**src/rtl/cx_switch_n.sv**
```systemverilog
// ---------------------------------------------------------------------------
// cx_switch_n
//   Splits one CXU request stream from the core across NUM_SLAVES CXUs, keyed
//   by s_req_cxu, and merges the CXU responses back onto one response channel
//   with round-robin arbitration. Each slave has an outstanding-request credit
//   limit. Requests addressed to a CXU ID with no slave behind it are answered
//   locally with status ERR_STATUS and data 0.
//
// Handshake rule for every channel: a transfer happens on the rising clock
//   edge where valid && ready. A sender keeps valid and payload stable until
//   that edge; ready may depend combinationally on valid.
//
// Ports
//   i_clk, i_rst                  clock, asynchronous active-high reset
//   s_req_*                       upstream request (valid/ready + fields)
//   s_resp_*                      upstream response (registered output slot)
//   m_req_valid/m_req_ready       per-slave request handshake
//   m_req_* fields                request fields broadcast to all slaves
//   m_resp_valid/m_resp_ready     per-slave response handshake
//   m_resp_id/status/data         packed per-slave response fields
//   o_busy                        any request in flight anywhere in the switch
// ---------------------------------------------------------------------------
module cx_switch_n #(
    parameter int                  NUM_SLAVES      = 4,
    parameter int                  CXU_ID_W        = 4,
    parameter int                  REQ_ID_W        = 3,
    parameter int                  STATE_ID_W      = 3,
    parameter int                  FUNC_ID_W       = 10,
    parameter int                  INSN_W          = 32,
    parameter int                  DATA_W          = 32,
    parameter int                  STATUS_W        = 4,
    parameter int                  MAX_OUTSTANDING = 4,
    parameter logic [STATUS_W-1:0] ERR_STATUS      = 4'hF
) (
    input  logic                           i_clk,
    input  logic                           i_rst,
    input  logic                           s_req_valid,
    output logic                           s_req_ready,
    input  logic [REQ_ID_W-1:0]            s_req_id,
    input  logic [CXU_ID_W-1:0]            s_req_cxu,
    input  logic [STATE_ID_W-1:0]          s_req_state,
    input  logic [FUNC_ID_W-1:0]           s_req_func,
    input  logic [INSN_W-1:0]              s_req_insn,
    input  logic [DATA_W-1:0]              s_req_data0,
    input  logic [DATA_W-1:0]              s_req_data1,
    output logic                           s_resp_valid,
    input  logic                           s_resp_ready,
    output logic [REQ_ID_W-1:0]            s_resp_id,
    output logic [STATUS_W-1:0]            s_resp_status,
    output logic [DATA_W-1:0]              s_resp_data,
    output logic [NUM_SLAVES-1:0]          m_req_valid,
    input  logic [NUM_SLAVES-1:0]          m_req_ready,
    output logic [REQ_ID_W-1:0]            m_req_id,
    output logic [STATE_ID_W-1:0]          m_req_state,
    output logic [FUNC_ID_W-1:0]           m_req_func,
    output logic [INSN_W-1:0]              m_req_insn,
    output logic [DATA_W-1:0]              m_req_data0,
    output logic [DATA_W-1:0]              m_req_data1,
    input  logic [NUM_SLAVES-1:0]          m_resp_valid,
    output logic [NUM_SLAVES-1:0]          m_resp_ready,
    input  logic [NUM_SLAVES*REQ_ID_W-1:0] m_resp_id,
    input  logic [NUM_SLAVES*STATUS_W-1:0] m_resp_status,
    input  logic [NUM_SLAVES*DATA_W-1:0]   m_resp_data,
    output logic                           o_busy
);

    // Arbiter candidates: slaves 0..NUM_SLAVES-1, local error register last.
    localparam int NCAND = NUM_SLAVES + 1;
    localparam int IDX_W = $clog2(NCAND);
    localparam int CNT_W = 4;

    typedef enum logic {REQ_EMPTY = 1'b0, REQ_FULL = 1'b1} req_state_t;

    req_state_t             req_state, req_state_nxt;
    logic                   full;
    logic [CXU_ID_W-1:0]    sel;
    logic                   sel_ok;
    logic                   req_fire;
    logic                   req_accept;
    logic                   err_take;
    logic [CNT_W-1:0]       credit [NUM_SLAVES];
    logic                   any_credit;
    logic                   err_valid;
    logic [REQ_ID_W-1:0]    err_id;
    logic [IDX_W-1:0]       rr_ptr;
    logic [NCAND-1:0]       cand;
    logic                   win_found;
    logic [IDX_W-1:0]       win_idx;
    logic [IDX_W-1:0]       scan_idx;
    int                     scan;
    logic                   load_en;
    logic                   grant;
    logic                   err_grant;
    logic [REQ_ID_W-1:0]    win_id;
    logic [STATUS_W-1:0]    win_status;
    logic [DATA_W-1:0]      win_data;

    // ---------------- request slot ----------------
    assign full   = (req_state == REQ_FULL);
    // Extra bit so NUM_SLAVES == 2^CXU_ID_W does not wrap to zero.
    assign sel_ok = ({1'b0, sel} < (CXU_ID_W+1)'(NUM_SLAVES));

    always_comb begin
        m_req_valid = '0;
        for (int k = 0; k < NUM_SLAVES; k++) begin
            m_req_valid[k] = full && sel_ok && (sel == CXU_ID_W'(k)) &&
                             (credit[k] < CNT_W'(MAX_OUTSTANDING));
        end
    end

    // Only the selected slave can be valid, so this is the handshake on sel.
    assign req_fire    = |(m_req_valid & m_req_ready);
    assign err_take    = full && !sel_ok && !err_valid;
    assign s_req_ready = !i_rst && (!full || req_fire);
    assign req_accept  = s_req_valid && s_req_ready;

    always_ff @(posedge i_clk or posedge i_rst) begin
        if (i_rst) req_state <= REQ_EMPTY;
        else       req_state <= req_state_nxt;
    end

    always_comb begin
        req_state_nxt = req_state;
        case (req_state)
            REQ_EMPTY: if (req_accept) req_state_nxt = REQ_FULL;
            REQ_FULL:  if (req_fire || err_take)
                           req_state_nxt = req_accept ? REQ_FULL : REQ_EMPTY;
            default:   req_state_nxt = REQ_EMPTY;
        endcase
    end

    always_ff @(posedge i_clk or posedge i_rst) begin
        if (i_rst) begin
            sel         <= '0;
            m_req_id    <= '0;
            m_req_state <= '0;
            m_req_func  <= '0;
            m_req_insn  <= '0;
            m_req_data0 <= '0;
            m_req_data1 <= '0;
        end else if (req_accept) begin
            sel         <= s_req_cxu;
            m_req_id    <= s_req_id;
            m_req_state <= s_req_state;
            m_req_func  <= s_req_func;
            m_req_insn  <= s_req_insn;
            m_req_data0 <= s_req_data0;
            m_req_data1 <= s_req_data1;
        end
    end

    // ---------------- credits ----------------
    always_ff @(posedge i_clk or posedge i_rst) begin
        if (i_rst) begin
            for (int k = 0; k < NUM_SLAVES; k++) credit[k] <= '0;
        end else begin
            for (int k = 0; k < NUM_SLAVES; k++) begin
                if ((m_req_valid[k] && m_req_ready[k]) && !(m_resp_valid[k] && m_resp_ready[k]))
                    credit[k] <= credit[k] + CNT_W'(1);
                else if (!(m_req_valid[k] && m_req_ready[k]) && (m_resp_valid[k] && m_resp_ready[k]))
                    credit[k] <= credit[k] - CNT_W'(1);
            end
        end
    end

    always_comb begin
        any_credit = 1'b0;
        for (int k = 0; k < NUM_SLAVES; k++) any_credit = any_credit | (credit[k] != '0);
    end

    // ---------------- local error register ----------------
    // Set and clear are exclusive: taking needs err_valid low, granting high.
    always_ff @(posedge i_clk or posedge i_rst) begin
        if (i_rst) begin
            err_valid <= 1'b0;
            err_id    <= '0;
        end else if (err_take) begin
            err_valid <= 1'b1;
            err_id    <= m_req_id;
        end else if (err_grant) begin
            err_valid <= 1'b0;
        end
    end

    // ---------------- response arbiter ----------------
    assign cand = {err_valid, m_resp_valid};

    // First valid candidate scanning upward from rr_ptr, wrapping at NCAND.
    always_comb begin
        win_found = 1'b0;
        win_idx   = '0;
        scan      = 0;
        scan_idx  = '0;
        for (int i = 0; i < NCAND; i++) begin
            scan = int'(rr_ptr) + i;
            if (scan >= NCAND) scan = scan - NCAND;
            scan_idx = IDX_W'(scan);
            if (!win_found && cand[scan_idx]) begin
                win_found = 1'b1;
                win_idx   = scan_idx;
            end
        end
    end

    assign load_en   = !s_resp_valid || s_resp_ready;
    assign grant     = load_en && win_found;
    assign err_grant = grant && (win_idx == IDX_W'(NUM_SLAVES));

    always_comb begin
        m_resp_ready = '0;
        win_id       = err_id;
        win_status   = ERR_STATUS;
        win_data     = '0;
        for (int k = 0; k < NUM_SLAVES; k++) begin
            if (win_idx == IDX_W'(k)) begin
                m_resp_ready[k] = grant;
                win_id          = m_resp_id[k*REQ_ID_W +: REQ_ID_W];
                win_status      = m_resp_status[k*STATUS_W +: STATUS_W];
                win_data        = m_resp_data[k*DATA_W +: DATA_W];
            end
        end
    end

    always_ff @(posedge i_clk or posedge i_rst) begin
        if (i_rst) begin
            rr_ptr        <= '0;
            s_resp_valid  <= 1'b0;
            s_resp_id     <= '0;
            s_resp_status <= '0;
            s_resp_data   <= '0;
        end else if (grant) begin
            rr_ptr        <= err_grant ? '0 : win_idx + IDX_W'(1);
            s_resp_valid  <= 1'b1;
            s_resp_id     <= win_id;
            s_resp_status <= win_status;
            s_resp_data   <= win_data;
        end else if (s_resp_ready) begin
            s_resp_valid  <= 1'b0;
        end
    end

    assign o_busy = full || err_valid || s_resp_valid || any_credit;

endmodule

```
**config.mk**
```make
export PLATFORM = sky130hd
export DESIGN_NAME = cx_switch_n
export DESIGN_NICKNAME = d
export VERILOG_FILES = /design/src/rtl/cx_switch_n.sv
export SDC_FILE = /design/constraint.sdc
export NUM_CORES = 1
export LEC_CHECK = 0
export CAP_MARGIN = 0
export CORE_AREA = 2 2 173 175
export CTS_BUF_LIST = sky130_fd_sc_hd__clkbuf_8
export DETAILED_ROUTE_END_ITERATION = 10
export DIE_AREA = 0 0 175 177
export PLACE_DENSITY = 0.64
export SYNTH_ARGS = -nofsm -noshare
export SYNTH_HDL_FRONTEND = slang
export SYNTH_SLANG_ARGS = --single-unit
```
**constraint.sdc**
```tcl
create_clock -name i_clk -period 7.45 [get_ports i_clk]
set_input_delay 1.8625 -clock i_clk [delete_from_list [all_inputs] [get_ports i_clk]]
set_output_delay 1.8625 -clock i_clk [all_outputs]
set_load 0.05 [all_outputs]
```
* After elaboration in Yosys (flattened, before gate mapping)
Index checks and enable logic that the tools add are counted.
** Cells by class
- Reduce and logical (&&, ||, !) cells :: 71
- Bitwise gates (word level) :: 5
- Magnitude comparators :: 15
- $add $sub $neg :: 18
- Mux-type cells :: 57
- Equal/unequal tests :: 7
** Operator list (count)
- 32-bit two-way mux :: 4
- 4-bit two-way mux :: 12
- 3-bit two-way mux :: 15
- 1-bit logical AND :: 35
- 3-bit by 4-bit less-than comparator with 1-bit output, second input constant :: 5
- 4-bit by 3-bit less-than comparator with 1-bit output, second input constant :: 5
- 1-bit two-way mux :: 20
- 1-bit zero test :: 17
- 4-bit by 1-bit adder with 4-bit output, second input constant :: 4
- 4-bit by 3-bit greater-or-equal comparator with 1-bit output, second input constant :: 4
- 4-bit nonzero test :: 4
- 4-bit by 1-bit subtractor with 4-bit output, second input constant :: 4
- 1-bit binary-select mux with 3-bit select :: 5
- 3-bit subtractor, second input constant :: 5
- 2-bit nonzero test :: 6
- 3-bit by 2-bit adder with 4-bit output, second input constant :: 2
- 4-bit by 2-bit == test with 1-bit output, second input constant :: 2
- 3-bit by 2-bit == test with 1-bit output, second input constant :: 2
- 1-bit logical OR :: 6
- 3-bit by 1-bit adder with 4-bit output, second input constant :: 1
- 3-bit by 3-bit adder with 4-bit output, second input constant :: 1
- 4-bit bitwise AND :: 1
- 4-bit by 1-bit == test with 1-bit output, second input constant :: 1
- 4-bit zero test :: 1
- other kinds (9) :: 11
** Storage, ports and cells
- Flip-flop bits (word level) :: 180
- Output and inout port bits :: 162
- Bits of input ports :: 284
- Logic and storage cells :: 192

* Depth between registers and ports, before layout
Gate-level depths: netlist of run 1.
- Depth after elaboration :: 23
- Gate-level depth with buffers :: 28
- Gate-level depth less buffers :: 24

* Worst setup path after synthesis of run 1
No wires, ideal clock.
- Path kind :: in2out
- Start :: input m_resp_valid[1]
- End :: output m_resp_ready[3]
- Buffers on the path :: 5
- Slack :: 671 ps
- Data required time :: 5588 ps
- Data arrival time :: 4916 ps
- Cell stages on the path :: 15
- Path through :: buf_2 -> mux4_2 -> nor2_1 -> a311o_2 -> nand3_2 -> nor3_1 -> o21a_1 -> a21o_2 -> buf_2 -> buf_2 -> and2_1 -> ha_1 -> clkbuf_1 -> clkbuf_1 -> and2_1
** On the way
- Longest elaborated chain between the ends :: 17
- Elaborated cells between the ends (all ways) :: 31
** RTL lines
- start, declared :: RTL line 59 : input logic [NUM_SLAVES-1:0] m_resp_valid,
- 1-bit binary-select mux with 3-bit select :: RTL line 198 : if (!win_found && cand[scan_idx]) begin
- 1-bit two-way mux (not written as such) :: RTL line 198
- 1-bit two-way mux :: RTL line 198
- 1-bit zero test :: RTL line 198
- 1-bit logical AND :: RTL line 198
- 1-bit two-way mux :: RTL line 198
- 1-bit zero test :: RTL line 198
- 1-bit logical AND :: RTL line 198
- 1-bit two-way mux :: RTL line 198
- 1-bit zero test :: RTL line 198
- 1-bit logical AND :: RTL line 198
- 1-bit two-way mux :: RTL line 198
- 1-bit zero test :: RTL line 198
- 1-bit logical AND :: RTL line 198
- 3-bit two-way mux or 1-bit two-way mux (tied branches) :: RTL line 198
- 3-bit by 2-bit == test with 1-bit output or 1-bit logical AND (tied branches) :: RTL line 215, 206
- 1-bit two-way mux * :: RTL line 215 : if (win_idx == IDX_W'(k)) begin
- end, declared :: RTL line 60 : output logic [NUM_SLAVES-1:0] m_resp_ready,
Every way passes the cells marked *; elsewhere a longest branch is shown, timed or not. The select of a mux whose other input is x is not followed.

* Worst setup path after layout of run 1
- Start :: input m_resp_valid[3]
- End :: output m_resp_ready[3]
The elaborated chain is that of the path after synthesis.

==> flow_metrics.py, run 1 <==
metrics = {
    "die": {
        "dieArea_sq_um": 31000,
        "row_count": 63,
        "fp.coreArea_sq_um": 29200,
        "dieHeight_microns": 177,
        "die_w_microns": 175,
        "start_util_pct": 33.5,
        "ios": 446,
    },
    "cts": {
        "clk_pin_slew_ns": 0.10,
        "postCtsResizedCells": 0,
        "cts_tree": "done",
        "clk_latency_ns": 0.49,
        "cts_max_level": 4,
        "cts_buffers": 17,
        "root_buffer": "clkbuf_8",
        "hold_buffers": 0,
        "cts_sinks": 180,
        "postCtsSetupRepairBufs": 0,
        "clock_path_buffers": 2,
    },
    "critical_path": {
        "worst_path_most_repeated_cell": "nor2_1",
        "critPathMaxStageDelay_ns": 0.64,
        "cp_top_family": "simple AND/OR/NAND/NOR gates",
        "cp.arrival_ns": 5.03,
        "cp_max_fo": 11,
        "start_kind": "input port",
        "required_ns": 5.59,
        "rrSetupSlack_ns": 1.74,
        "cp.buffers_inverters": 3,
        "slowest_stage": "clkdlybuf4s50_1",
        "critical_path_class": "input port to output port",
        "crit_chain": "clkdlybuf4s50_1 > mux4_2 > nor2_1 > a311o_2 > nand3_2 > nor4b_4 > nand3_2 > nor2_1 > nor2_1 > inv_1 > ha_1 > and2_1 > buf_12",
        "cp-end-kind": "output port",
    },
    "grt": {
        "antenna_found_initial": 2,
        "grtUsageTotal_pct": 22.9,
        "grt_overflow_total": 0,
        "grt_pass1_vias": 8862,
        "grt_start_max_net_pins": 128,
        "grt_pass1_wl_mm": 53.7,
    },
    "detailed_routing": {
        "drtPass1Iterations": 5,
        "detail-route-antenna-nets": 0,
        "post_drt_wl_per_cell_microns": 21.4,
        "wirelength_mm": 36.2,
        "drt_iter0_drc": 511,
        "via_per_inst": 5.09,
        "vias": 8595,
        "drc_errors": 0,
    },
    "sta": {
        "tns_ns": 0,
        "max_clock_freq_mhz": 145,
        "min_period_ns": 6.89,
        "worst_slew_pin_slew_ns": 1.02,
        "setup_violations": 0,
        "drv_slew": 0,
        "fin_crit_sh_pct": 92.5,
        "relSlewSlack_pct": 31.7,
        "hold_viol": 0,
        "rsz0062_at_grt": "no",
        "finClkSkew_ns": 0.0198,
    },
    "yosys": {
        "synthArstFlopShare_pct": 100,
        "synthTopCellsByArea": "dfrtp_1 (46%), mux2_2 (15%), a221o_1 (3.4%), o311a_1 (3.3%), ha_1 (2.7%)",
        "ys_types": 74,
        "yosys_most_used_dff": "dfrtp_1",
        "ys_warn_count": 0,
        "ys_ff_latch": 180,
        "synth_top_area_cell": "dfrtp_1",
        "synth_cells": 867,
        "yosysSeqAreaShare_pct": 46.0,
        "yosysMostFrequentCell": "dfrtp_1",
        "syn_avg_cell_area_sq_um": 11.3,
        "synth_area_sq_um": 9790,
        "yosys.area.top_type_share_pct": 46.0,
        "synth_commonest_cells": "dfrtp_1 (180), mux2_2 (127), nand2_1 (66)",
        "syn_nets": 1177,
        "synth_edf_count": 0,
    },
    "finish": {
        "fillers": 2663,
        "nets": 1595,
        "multi_input_comb_area_sq_um": 4950,
        "final_util_pct": 51.4,
        "area_growth_pct": 53.7,
        "register_area_sq_um": 4500,
        "drive_above_1_share_pct": 16.0,
    },
    "place": {
        "gp_congestion": 0.887,
        "dp_hpwl_mm": 26.9,
        "port_buffers": 445,
    },
    "job": {
        "cap_violations": 0,
    },
    "outcome": {
        "outcome": "completed",
    },
    "worst_hold_path": {
        "hold_path.class": "register to register",
    },
}
-- stage by stage --
stage | hold WS, ns | instances | instance area, sq um | worst slack (ns)
after floorplan | 0.442 | 867 | 9790 | 0.671
after global placement | 0.458 | 1656 | 14600 | 0.606
after detailed placement | 0.457 | 1656 | 14600 | 0.564
after CTS | 0.476 | 1688 | 15000 | 0.562
after global routing | 0.489 | 1690 | 15000 | 0.357
final | 0.475 | 1690 | 15000 | 0.562
-- final cells by class --
class | count | area share (%)
Antenna cell | 2 | 0.0333
Clock buffer | 18 | 1.65
Clock inverter | 14 | 1.24
Inverter | 19 | 0.524
Multi-Input combinational cell | 608 | 32.9
Sequential cell | 180 | 29.9
Tap cell | 390 | 3.24
Timing Repair Buffer | 459 | 30.5
-- layer usage --
metal	GRT usage, %	vias to the layer above	routed length, microns
met2	38.6	292	18200
met3	8.12	28	2910
li1	-	4001	-
met1	27.9	4274	14600
met4	5.59	0	467
met5	0	-	0
-- state kept, by name (all words and copies together) (netlist names) --
name,flops
m_req_data0,32
m_req_data1,32
m_req_insn,32
s_resp_data,32
credit,16
m_req_func,10
s_resp_status,4
sel,4
err_id,3
m_req_id,3
m_req_state,3
rr_ptr,3
s_resp_id,3
err_valid,1
full,1
s_resp_valid,1
-- cells in the final DEF (no fill, tap or decap), drive strengths merged, types with 5 or more instances in the layout --
cell type	n
clkdlybuf4s50	441
dfrtp	180
mux2	129
nand2	66
o21ai	45
nor2b	35
or2	34
a221o	33
nor2	33
o311a	32
a21oi	31
inv	26
ha	21
clkbuf	18
buf	18
xnor2	14
nor3	11
a21o	11
nand3	8
and2	7
and3	7
nor4	7
nand2b	7
mux2i	6
a211o	6
xor2	5
fa	5
o41ai	5
nand4	5
clkinv	5
-- worst paths after layout --
path / start / end / cells past startpoint
min in group asynchronous: i_rst / rr_ptr[2]$_DFFE_PP0N_ / 2
max: m_resp_valid[3] / m_resp_ready[3] / 13
max reg2reg: rr_ptr[1]$_DFFE_PP0N_ / s_resp_data[6]$_DFFE_PP0N_ / 17
min reg2reg: credit[11]$_DFFE_PP0P_ / credit[11]$_DFFE_PP0P_ / 1
max in group asynchronous: i_rst / m_req_insn[25]$_DFFE_PP0P_ / 3
min: credit[11]$_DFFE_PP0P_ / credit[11]$_DFFE_PP0P_ / 1
-- cells by family after synthesis --
kind of cell | synth area share, %
AND/OR/NAND/NOR | 12.7
XOR/XNOR | 1.70
AO/OA/AOI/OAI | 16.3
buffers and inverters | 3.73
adder cells (fa/ha/maj) | 3.71
flip-flops | 46.0
multiplexers | 15.9
Power of run 1 is not shown: default switching activity piles up to over one toggle a cycle in this logic, so the estimate is an artifact.
==> run 2, diff against run 1 <==
- SLEW_MARGIN: unset -> 20
==> results of run 2 <==
Final layout, timing and power as in run 1 (identical DEF).
Power of run 2 is left out for the same reason.
==> edit 1: new RTL, config.mk and constraints of run 2 <==
Make the reset (`i_rst`) synchronous in 5 clocked blocks. Comments in the files are not updated.
--- a/src/rtl/cx_switch_n.sv
+++ b/src/rtl/cx_switch_n.sv
@@ -114,7 +114,7 @@
     assign s_req_ready = !i_rst && (!full || req_fire);
     assign req_accept  = s_req_valid && s_req_ready;
 
-    always_ff @(posedge i_clk or posedge i_rst) begin
+    always_ff @(posedge i_clk) begin
         if (i_rst) req_state <= REQ_EMPTY;
         else       req_state <= req_state_nxt;
     end
@@ -129,7 +129,7 @@
         endcase
     end
 
-    always_ff @(posedge i_clk or posedge i_rst) begin
+    always_ff @(posedge i_clk) begin
         if (i_rst) begin
             sel         <= '0;
             m_req_id    <= '0;
@@ -150,7 +150,7 @@
     end
 
     // ---------------- credits ----------------
-    always_ff @(posedge i_clk or posedge i_rst) begin
+    always_ff @(posedge i_clk) begin
         if (i_rst) begin
             for (int k = 0; k < NUM_SLAVES; k++) credit[k] <= '0;
         end else begin
@@ -170,7 +170,7 @@
 
     // ---------------- local error register ----------------
     // Set and clear are exclusive: taking needs err_valid low, granting high.
-    always_ff @(posedge i_clk or posedge i_rst) begin
+    always_ff @(posedge i_clk) begin
         if (i_rst) begin
             err_valid <= 1'b0;
             err_id    <= '0;
@@ -221,7 +221,7 @@
         end
     end
 
-    always_ff @(posedge i_clk or posedge i_rst) begin
+    always_ff @(posedge i_clk) begin
         if (i_rst) begin
             rr_ptr        <= '0;
             s_resp_valid  <= 1'b0;
Formal check against the unedited RTL: differs if i_rst is asserted again (counterexample within 4 cycles, from zero or initial values and one cycle with i_rst high); with i_rst held inactive, the same outputs for 4 cycles.
==> edit 1 against run 2 <==
Routed wire length shrank 6.0%; critical path type unchanged; setup slack got worse by 0.061 ns; sequential cell count unchanged; largest cell class unchanged; final cell count rose by 14%; register-to-register slack got worse by 0.09 ns; non-clock buffer count increased by 2; via count grew 10%; synthesized area is 5.0% lower; global-route usage shrank 1.6 points; final area decreased by 3.9%.
==> edit 1: results (changes against run 2) <==
Run status
  • Status: finished clean

Place
  • Placed Area: 14000 µm² (-3.9%)
  • HPWL after detailed placement: 25400 µm (-5.7%)
  • Pre-CTS setup slack: 0.546 ns (-0.0182 ns)
  • Placer Congestion: 0.855 (-3.6%)

Global route
  • GRT Util Overall: 21.3% (-1.6 points)
  • Met2 Use GR: 36.4% (-2.2 points)
  • Initial antenna violation count: 0 (-2)
  • Met3 usage: 7.73% (-0.39 points)
  • Number of global-route vias before repair: 9321 (+5.2%)
  • Largest net degree at the start of global routing: 195 (+52%)
  • Met1 Resource Use GR: 25.1% (-2.8 points)

Worst setup path
  • R2R setup slack: 1.65 ns (-0.09 ns)
  • Max stage delay on crit path: 0.61 ns (-0.03 ns)
  • CP arrival: 5.09 ns (+0.06 ns)

Logic synthesis
  • Synth top area cells: dfxtp_1, nand3_1, o21ai_0, inv_1, edfxtp_1
  • Post-synth EDFFs: 16 (+16)
  • Post-synth top cells: nand3_1, dfxtp_1, inv_1
  • Mapped Nets: 1431 (+22%)
  • Area fraction of the dominant cell type after synthesis: 35.3% (-11 points)
  • Library cells used by synthesis: 73 (-1.4%)
  • Mux contribution to synthesized area: 6.02% (-9.9 points)
  • Syn Inst Count: 1125 (+30%)
  • Post-synthesis xor/xnor area fraction: 1.51% (-0.19 points)
  • Sequential area share after synthesis: 40.5% (-5.5 points)
  • Adder-Cell Fraction of Synth Area: 3.28% (-0.42 points)

Pwr
  • Leakage: 5.71 nW
  • Peak VDD IR: 0.282 mV

Route
  • Detailed Route Iter0 Violations: 624 (+22%)
  • DR vias/cell: 4.93 (-3.0%)
  • Met2 WL: 16600 µm (-8.9%)
  • Highest Signal Layer: met4
  • DR WL met3: 3040 µm (+4.5%)
  • Wire length per cell: 17.7 µm (-17%)
  • Met1 WL: 13700 µm (-6.0%)

Timing
  • Max-slew headroom: 35.5% (+3.8 points)
  • Clk_skew: 0.0294 ns (+0.00959 ns)
  • Final setup margin: 0.501 ns (-0.0606 ns)
  • Hold Slack: 0.479 ns (+0.00411 ns)

Finish
  • Final Non-Filler Cells: 1922 (+14%)
  • Final core utilization: 49.5% (-2.0 points)
  • Layout Nets: 1825 (+14%)
  • Antenna diode count: 0 (-2)
  • Fillers: 2820 (+5.9%)
-- edit 1: changes by cell type in the layout (fill, tap and decap cells not counted), moves of 12 or more --
cell	delta
inv_1	+121
edfxtp_1	+16
a211oi_1	+13
mux2_2	-94
o21ai_0	+89
nand2_1	-12
nand3_1	+159
nor2b_1	-26
a21oi_1	+22
or2_0	-14
dfxtp_1	+164
o311a_1	-32
or2_1	-19
dfrtp_1	-180
-- edit 1: worst paths after layout --
kind	start	to	depth (start not counted)
max	m_resp_valid[3]	m_resp_ready[1]	12
min	m_req_data0[20]	m_req_data0[20]	2
max reg2reg	rr_ptr[0]	credit[1][3]	21
min reg2reg	m_req_data0[20]	m_req_data0[20]	2
-- edit 1: critical path: cells and delay by family --
kind            cells  cell delay, ns
buf+inv             3            1.01
simple gates        6            1.20
mux                 1            0.53
compound gates      2            0.46
-- edit 1: logic make-up after synthesis --
kind of cell	count (synthesis)
mux	49
xor+xnor	16
buf+inv	227
simple gates	343
flops	180
compound gates	288
fa+ha+maj	22
-- edit 1: power by group through the flow --
| stage | sequential (mW) | clock, mW | combinational [mW] |
|---|---|---|---|
| 4_1_cts | 1.29 | 0.738 | 3.40 |
| 3_5_place_dp | 1.32 | 0 | 3.39 |
| 5_1_grt | 1.32 | 0.774 | 3.66 |
| 2_1_floorplan | 1.70 | 0 | 1.93 |
| 6_report | 1.29 | 0.714 | 3.40 |
| 3_3_place_gp | 1.31 | 0 | 3.34 |
-- edit 1: cell type report --
class / count / area share [%]
well taps: 390 / 3.37
inverters: 141 / 3.68
multi-input cells: 718 / 32.1
clock buffers: 18 / 1.71
clock inverters: 14 / 1.21
repair buffers: 461 / 31.9
flip-flops and latches: 180 / 26.0
==> edit 2: new RTL, flow settings as in run 2 <==
Made on the original files. The parameter `REQ_ID_W` goes from 3 to 5.
--- a/src/rtl/cx_switch_n.sv
+++ b/src/rtl/cx_switch_n.sv
@@ -23,7 +23,7 @@
 module cx_switch_n #(
     parameter int                  NUM_SLAVES      = 4,
     parameter int                  CXU_ID_W        = 4,
-    parameter int                  REQ_ID_W        = 3,
+    parameter int                  REQ_ID_W        = 5,
     parameter int                  STATE_ID_W      = 3,
     parameter int                  FUNC_ID_W       = 10,
     parameter int                  INSN_W          = 32,
Ports: changed (resized m_req_id, m_resp_id, s_req_id and s_resp_id); port bits go from 446 to 460. The function was not compared with the original's and may differ.
==> edit 2 against run 2 <==
Setup slack worse by 0.27 ns; sequential cell count up 6; synthesized area is 0.15% higher; first-iteration DRC count increased by 30%; utilization rose by 0.94 points; global-route usage rose by 1.8 points; synthesized cell count is 2.4% higher; final area up 1.8%; clock skew decreased by 0.0031 ns; final cell count grew 2.8%; routed wire length is 7.2% higher.
Power is not shown: default switching activity piles up to over one toggle a cycle in this logic, so the estimate is an artifact.
==> edit 2: results (changes against run 2) <==
Run status
  • Status: finished clean

Logic synthesis
  • Synth warn: 0 (unchanged)
  • Mux contribution to synthesized area: 15.5% (-0.46 points)
  • Mapped Nets: 1208 (+2.6%)
  • Post-synthesis xor/xnor area fraction: 1.97% (+0.27 points)
  • Sequential area share after synthesis: 47.5% (+1.5 points)
  • Adder-Cell Fraction of Synth Area: 3.70% (-0.0057 points)
  • Synth async-reset ratio: 100% (unchanged)
  • Synth top area cells: dfrtp_1, mux2_2, a21oi_1, and3_1, ha_1
  • Post-synth top cells: dfrtp_1, mux2_2, a21oi_1
  • Library cells used by synthesis: 68 (-8.1%)
  • Primary FF master, synth: dfrtp_1
  • Complex-gate fraction of the synthesized area: 16.2% (-0.10 points)

Clocking
  • Setup Fix Bufs, Post-CTS: 0 (unchanged)
  • Post-CTS resize count: 0 (unchanged)
  • H-tree depth: 4 (unchanged)
  • Root Driver: clkbuf_8
  • Clock slew at reported path FFs: 0.10 ns (about the same)
  • Num CTS Buffers: 17 (unchanged)
  • Clock Path Buffers: 2 (unchanged)
  • Clk_lat worst skew: 0.47 ns (-0.02 ns)

Place
  • I/O Buffers: 459 (+3.1%)
  • Placer Congestion: 0.869 (-1.9%)
  • Pre-CTS setup slack: 0.299 ns (-0.265 ns)
  • HPWL after detailed placement: 29000 µm (+7.7%)

Min path
  • Hold Crit Start: credit[7]
  • Hold Path Class: flop to flop
  • WHS Path Cells: 1 (unchanged)
  • Min-Delay Endpoint: credit[7]

Worst setup path
  • Worst r2r path cells: 15 (-2)
  • CP arrival: 5.30 ns (+0.27 ns)
  • FF-to-FF End: s_resp_id[0]
  • Max stage delay on crit path: 0.57 ns (-0.07 ns)
  • R2R setup slack: 1.67 ns (-0.07 ns)
  • CP Max Fanout: 8 (-3)
  • Worst reg2reg startpoint: rr_ptr[1]
  • Crit-path slowest cell: or4_4

Route
  • Post-Route WL: 38800 µm (+7.2%)
  • DR pass1 iterations: 6 (+1)
  • Detailed Route Iter0 Violations: 666 (+30%)
  • Via count: 8944 (+4.1%)

Global route
  • GRT Util Overall: 24.6% (+1.8 points)
  • Largest net degree at the start of global routing: 134 (+4.7%)
  • Number of global-route vias before repair: 9056 (+2.2%)
  • Initial antenna violation count: 3 (+1)
  • First-pass GRT wire length: 57000 µm (+6.2%)

Timing
  • Max-slew headroom: 23.8% (-7.9 points)
  • Hold Slack: 0.477 ns (+0.00185 ns)
  • Final setup vio count: 0 (unchanged)
  • Clk_skew: 0.0167 ns (-0.00310 ns)

Finish
  • Layout Nets: 1652 (+3.6%)
  • Layout cells sized above 1: 15.8% (-0.26 points)

Run
  • Max cap viols: 0 (unchanged)
edit 2: worst max-delay path, delay by kind of cell:
family / cells / cell delay, ns
AO/OA/AOI/OAI: 3 / 0.54
buffers and inverters: 3 / 0.81
AND/OR/NAND/NOR: 4 / 1.12
multiplexers: 2 / 0.74
adder cells (fa/ha/maj): 1 / 0.23
edit 2: per-layer routing:
metal	share of wire [%]	GRT usage (%)	wire [µm]
met2	50	40.8	19200
met4	1.6	6.46	631
met3	8.2	8.18	3180
met5	0	0	0
met1	41	30.9	15800
edit 2: through the flow:
step / util (%) / instance area [µm²] / std cells
6_report: 52.4 / 15300 / 1738
5_1_grt: 52.4 / 15300 / 1737
4_1_cts: 52.3 / 15300 / 1734
3_5_place_dp: 50.8 / 14900 / 1702
3_3_place_gp: 50.8 / 14900 / 1702
2_1_floorplan: - / 9800 / 888
edit 2: how the worst max path moves through the flow:
stage	to	slack, ns	depth (start not counted)	startpoint
4_1_cts	m_resp_ready[3]	0.29	13	m_resp_valid[0]
5_1_grt	m_resp_ready[3]	0.08	13	m_resp_valid[0]
6_report	m_resp_ready[3]	0.29	13	m_resp_valid[0]
3_3_place_gp	m_resp_ready[3]	0.30	13	m_resp_valid[0]
2_1_floorplan	m_resp_ready[3]	0.12	14	m_resp_valid[3]
3_5_place_dp	m_resp_ready[3]	0.30	13	m_resp_valid[0]
edit 2: cells by family after synthesis:
family	after synthesis
AOI/OAI and AO/OA	245
buffers and inverters	74
DFF	186
adders and majority gates	26
muxes	133
and+or+nand+nor	202
xor gates and xnor gates	22
edit 2: layout make-up:
class                      count  area, µm²
fill                        2667      13900
multi-input combinational    628       4860
timing repair buffer         481       4810
sequential                   186       4650
tap                          390        488
clock buffer                  18        248
clock inverter                14        176
inverter                      18       75.1
antenna                        3       7.51
